### config.mk
export PLATFORM = sky130hd
export DESIGN_NAME = instruction_fetch
export DESIGN_NICKNAME = d
export VERILOG_FILES = /design/src/rtl/instruction_fetch_pkg.sv /design/src/rtl/fetch_fifo.sv /design/src/rtl/instruction_fetch.sv
export SDC_FILE = /design/constraint.sdc
export NUM_CORES = 1
export LEC_CHECK = 0
export BUFFER_PORTS_ARGS = -buffer_cell sky130_fd_sc_hd__buf_2
export CELL_PAD_IN_SITES_DETAIL_PLACEMENT = 0
export CELL_PAD_IN_SITES_GLOBAL_PLACEMENT = 1
export CORE_AREA = 2 2 197 199
export DETAILED_ROUTE_END_ITERATION = 10
export DIE_AREA = 0 0 199 201
export PLACE_DENSITY = 0.47
export SLEW_MARGIN = 20
export SYNTH_ARGS = -nofsm -noshare
export SYNTH_HDL_FRONTEND = slang
export SYNTH_SLANG_ARGS = --single-unit
export TNS_END_PERCENT = 1
### constraint.sdc
create_clock -name clk -period 5.4 [get_ports clk]
set_input_delay 1.62 -clock clk [delete_from_list [all_inputs] [get_ports clk]]
set_output_delay 1.62 -clock clk [all_outputs]
set_load 0.02 [all_outputs]
### src/rtl/instruction_fetch_pkg.sv
// Shared fetch configuration: word size, the NOP encoding, the default
// reset vector, the FSM state type and the fetch buffer entry layout.
package instruction_fetch_pkg;

  localparam int unsigned     XLEN             = 32;
  localparam logic [XLEN-1:0] NOP              = 32'h0000_0013;
  localparam logic [XLEN-1:0] DEFAULT_RESET_PC = '0;
  localparam logic [XLEN-1:0] INSTR_BYTES      = XLEN'(4);

  typedef enum logic [1:0] {
    S_RUN,
    S_FAULT,
    S_HALT
  } fetch_state_t;

  typedef struct packed {
    logic            fault;
    logic [XLEN-1:0] pc;
    logic [XLEN-1:0] instruction;
  } fetch_entry_t;

  localparam int unsigned ENTRY_W = $bits(fetch_entry_t);

  function automatic logic misaligned(input logic [XLEN-1:0] addr);
    return addr[1:0] != 2'b00;
  endfunction

endpackage

### src/rtl/fetch_fifo.sv
// Fetch output buffer: a shift-register FIFO whose head is always slot 0,
// so the head data comes straight from a register.
// Ports:
//   clk        rising-edge clock
//   clear      synchronous clear (drops all entries, zeroes storage)
//   push, din  write an entry at the tail
//   pop        drop the head entry (ignored when empty)
//   valid      buffer is non-empty
//   head       head entry
//   count      number of stored entries
module fetch_fifo #(
  parameter int unsigned DEPTH = 2,
  parameter int unsigned WIDTH = 65
) (
  input  logic                         clk,
  input  logic                         clear,
  input  logic                         push,
  input  logic [WIDTH-1:0]             din,
  input  logic                         pop,
  output logic                         valid,
  output logic [WIDTH-1:0]             head,
  output logic [$clog2(DEPTH+1)-1:0]   count
);

  localparam int unsigned CW = $clog2(DEPTH + 1);

  logic [WIDTH-1:0] mem [DEPTH];
  logic             do_pop;
  int unsigned      wr_idx;

  assign do_pop = pop && (count != '0);
  assign valid  = (count != '0);
  assign head   = mem[0];

  // With a simultaneous pop the tail moves down one slot before the write.
  always_comb begin
    wr_idx = 32'(count);
    if (do_pop) wr_idx = wr_idx - 1;
  end

  always_ff @(posedge clk) begin
    if (clear) begin
      count <= '0;
      for (int unsigned i = 0; i < DEPTH; i++) mem[i] <= '0;
    end else begin
      if (do_pop) begin
        for (int unsigned i = 0; i + 1 < DEPTH; i++) mem[i] <= mem[i+1];
        mem[DEPTH-1] <= '0;
      end
      for (int unsigned i = 0; i < DEPTH; i++) begin
        if (push && i == wr_idx) mem[i] <= din;
      end
      count <= count + CW'(push) - CW'(do_pop);
    end
  end

endmodule

### src/rtl/instruction_fetch.sv
// Instruction fetch stage: keeps the pc, issues one-cycle-latency reads to
// instruction memory, buffers responses for decode, and handles redirects
// (including misaligned targets, which produce a single faulting entry and
// then halt fetch until the next redirect).
// Ports:
//   clk, reset                      clock, synchronous active-high reset
//   redirect_valid, redirect_pc     redirect from a later stage
//   imem_req, imem_addr, imem_rdata instruction memory read interface
//   fetch_valid, fetch_pc,
//   fetch_instruction, fetch_fault  head of the fetch buffer
//   decode_ready                    decode consumes the head when valid
module instruction_fetch
  import instruction_fetch_pkg::*;
#(
  parameter logic [XLEN-1:0] RESET_PC = DEFAULT_RESET_PC,
  parameter int unsigned     DEPTH    = 2
) (
  input  logic            clk,
  input  logic            reset,
  input  logic            redirect_valid,
  input  logic [XLEN-1:0] redirect_pc,
  output logic            imem_req,
  output logic [XLEN-1:0] imem_addr,
  input  logic [XLEN-1:0] imem_rdata,
  output logic            fetch_valid,
  output logic [XLEN-1:0] fetch_pc,
  output logic [XLEN-1:0] fetch_instruction,
  output logic            fetch_fault,
  input  logic            decode_ready
);

  localparam int unsigned CW = $clog2(DEPTH + 1);

  fetch_state_t    state;
  logic [XLEN-1:0] pc;
  logic [XLEN-1:0] inflight_pc;
  logic            inflight;
  logic [CW-1:0]   count;
  logic [CW:0]     occupancy;
  logic            pop;
  logic            issue;
  logic            push;
  logic            fifo_clear;
  logic            head_valid;
  fetch_entry_t    push_entry;
  fetch_entry_t    head;

  assign imem_addr = pc;
  assign pop       = head_valid && decode_ready;

  // Counting the in-flight request as occupied reserves a slot for its
  // response, so the buffer can never overflow.
  assign occupancy = {1'b0, count} + (CW+1)'(inflight);
  assign issue     = !reset && (state == S_RUN) && !redirect_valid &&
                     ((occupancy < (CW+1)'(DEPTH)) || pop);
  assign imem_req  = issue;

  // Clear wins over push and pop inside the FIFO; this is what kills the
  // in-flight response and discards a simultaneous pop on redirect/reset.
  assign fifo_clear = reset || redirect_valid;

  always_comb begin
    push       = 1'b0;
    push_entry = '0;
    if (inflight) begin
      push                   = 1'b1;
      push_entry.fault       = 1'b0;
      push_entry.pc          = inflight_pc;
      push_entry.instruction = imem_rdata;
    end else if (state == S_FAULT) begin
      push                   = 1'b1;
      push_entry.fault       = 1'b1;
      push_entry.pc          = pc;
      push_entry.instruction = NOP;
    end
  end

  always_ff @(posedge clk) begin
    if (reset) begin
      pc          <= RESET_PC;
      state       <= S_RUN;
      inflight    <= 1'b0;
      inflight_pc <= '0;
    end else if (redirect_valid) begin
      pc       <= redirect_pc;
      inflight <= 1'b0;
      state    <= misaligned(redirect_pc) ? S_FAULT : S_RUN;
    end else begin
      inflight <= issue;
      if (issue) begin
        inflight_pc <= pc;
        pc          <= pc + INSTR_BYTES;
      end
      if (state == S_FAULT) state <= S_HALT;
    end
  end

  fetch_fifo #(
    .DEPTH(DEPTH),
    .WIDTH(ENTRY_W)
  ) u_fifo (
    .clk  (clk),
    .clear(fifo_clear),
    .push (push),
    .din  (push_entry),
    .pop  (pop),
    .valid(head_valid),
    .head (head),
    .count(count)
  );

  assign fetch_valid       = head_valid;
  assign fetch_pc          = head.pc;
  assign fetch_instruction = head.instruction;
  assign fetch_fault       = head.fault;

endmodule

==> impl_metrics.json <==
{
  "route.detailed.drc": 0,
  "grt_overflow": 0,
  "dpl_cell_area_sq_um": 10200,
  "dpl.hpwl_um": 17600,
  "yosysSeqAreaShare_pct": 56.7,
  "antenna_found_initial": 0,
  "vias": 6708,
  "dr.first_iter.drc_count": 352,
  "grt_pass1_wl_um": 42700,
  "fin_crit_sh_pct": 79.5,
  "crit_fanout": 2,
  "pre_cts_ws_ns": 1.09,
  "drt-total-wl_um": 28000,
  "drive_gt1_share_pct": 22.8,
  "dr.pass1.iters": 4,
  "syn_to_final_growth_pct": 16.0,
  "initial_utilization_pct": 24.5,
  "synthFlopType": "edfxtp_1",
  "period_minus_slack_ns": 4.29,
  "wl_per_cell_um": 18.5,
  "maxCapViolCount": 0,
  "power_mw": 3.38,
  "row_count": 72,
  "critPathLaunchType": "primary input",
  "fill_cells": 4007,
  "fin_hold_ws_ns": 0.455,
  "die_height_um": 201,
  "cts-buffers-inserted": 17,
  "grt_pass1_vias": 6750,
  "dp.cells": 1483,
  "portBuffers": 166,
  "rsz0062_at_grt": "no",
  "syn_inst": 913,
  "die_x_um": 199,
  "cts_htree_levels": 4,
  "synth-edff-count": 130,
  "cts-root-buf": "clkbuf_16",
  "fin_util_pct": 28.4,
  "clkSlewWorstSetupHoldPaths_ns": 0.07,
  "worstPathRequired_ns": 3.78,
  "skew_ns": 0.0119,
  "worstHoldPathType": "register to register",
  "core-area_sq_um": 38100,
  "track_usage_pct": 14.3,
  "grt_max_degree": 66,
  "tns_ns": 0,
  "synth_area_sq_um": 9330,
  "fmax_mhz": 233,
  "cts_sinks": 199,
  "slew_headroom_pct": 42.5,
  "viasPerCell": 4.42,
  "crit_arrival_ns": 2.67,
  "dieArea_sq_um": 40000,
  "postRouteAntennaNets": 0,
  "p_leak_nw": 4.37,
  "final_cell_area_sq_um": 10800,
  "worst_setup_path_end_kind": "output pin",
  "power_density_nw_per_um2": 313,
  "synth_seq_cells": 199,
  "yosysWarnings": 0,
  "critPathKind": "primary input to output pin",
  "final_nets": 1055,
  "final-max-slew-violation-count": 0,
  "instances_no_fill": 1516,
  "avgSynthCellArea_sq_um": 10.2,
  "final-setup-viol-count": 0,
  "cts_buffer_depth": 2,
  "post-cts-setup-buffers": 0,
  "finalWeightedCongestion": 0.697,
  "worstMarginPinSlew_ns": 0.863,
  "outcome": "finished, final reports clean",
  "worst_ir_drop_vdd_mv": 0.201,
  "final_common_cell": "nand2_1",
  "mostFrequentLayoutCells": "191 x nand2_1, 166 x buf_2, 130 x edfxtp_1, 89 x nor2_1",
  "syn_nets": 984,
  "clk_latency_ns": 0.44,
  "async_reset_ff_share_pct": 0,
  "cts_tree": "yes",
  "post_cts_resized": 0,
  "io_pins": 167,
  "synthDistinctLibCells": 55,
  "timing.final.hold_violations": 0,
  "fin_ws_ns": 1.11,
  "cts_hold_buf": 0
}
-- layer usage --
layer	track usage, %	part of all wire [%]	vias to the layer above
li1	-	-	3293
met2	22.8	47	158
met1	19.9	48	3241
met5	0	0	-
met4	3.12	1.0	0
met3	2.94	4.3	16
-- cell type report --
class	count	area, sq um	share of cell area [%]
Timing Repair Buffer	181	968	8.95
Clock inverter	8	98.8	0.914
Sequential cell	199	5290	48.9
Tap cell	518	648	5.99
Inverter	10	37.5	0.347
Multi-Input combinational cell	575	3300	30.5
Antenna cell	1	2.50	0.0231
Clock buffer	24	472	4.36
-- cells by family after synthesis --
family	Yosys count	synth area share, %
AND/OR/NAND/NOR	356	16.3
flip-flops	199	56.7
buffers and inverters	139	8.43
XOR/XNOR	9	0.845
multiplexers	72	7.82
AO/OA/AOI/OAI	135	9.51
adder cells (fa/ha/maj)	3	0.403
-- flip-flops by register name, summed over array words and instances, names as in the netlist --
signal	count
imem_addr	32
inflight_pc	32
u_fifo.mem	130
u_fifo.count	2
state	2
inflight	1
-- Yosys cell counts (all sizes together), types with 2 or more instances --
library cell,count,area (sq um)
nand2,193,724
edfxtp,130,3900
buf,97,627
nor2,91,342
dfxtp,69,1380
mux2i,68,681
a21oi,50,254
a22oi,39,293
clkbuf,32,121
nand3,19,95.1
nor3,14,81.3
o21ai,12,60.1
inv,10,37.5
nand4,10,68.8
a31oi,8,50.1
or4,6,48.8
xnor2,6,52.6
mux2,4,48.8
nor4,4,25.0
a211oi,3,22.5
and3,3,18.8
and4,3,26.3
ha,3,37.5
nand2b,3,18.8
nand4b,3,26.3
o21a,3,22.5
o311ai,3,26.3
xor2,3,26.3
a21o,2,15.0
a221oi,2,17.5
a2bb2oi,2,17.5
o22ai,2,12.5
o31ai,2,15.0
or2,2,12.5
or3,2,12.5
-- worst paths after layout --
path | depth (start not counted) | slack [ns] | startpoint | end
hold reg to reg | 2 | 0.46 | inflight_pc[7] | inflight_pc[7]
hold / removal | 2 | 0.46 | inflight_pc[7] | inflight_pc[7]
setup / recovery | 5 | 1.11 | reset | imem_req
setup reg to reg | 6 | 2.49 | inflight | u_fifo.mem[0][101]
-- worst max-delay path, cell delays in order --
cell     delay (ns)
buf_2          0.13
nor4_1         0.51
o21ai_4        0.13
inv_2          0.11
buf_2          0.17
-- power breakdown --
group	internal (mW)	leakage, nW	total, mW	switching [mW]
combinational	0.104	2.06	0.339	0.235
sequential	1.70	2.02	1.75	0.0561
clock	0.709	0.279	1.29	0.580
total	2.51	4.37	3.38	0.870
No activity file was read; power rests on OpenSTA's default activity.
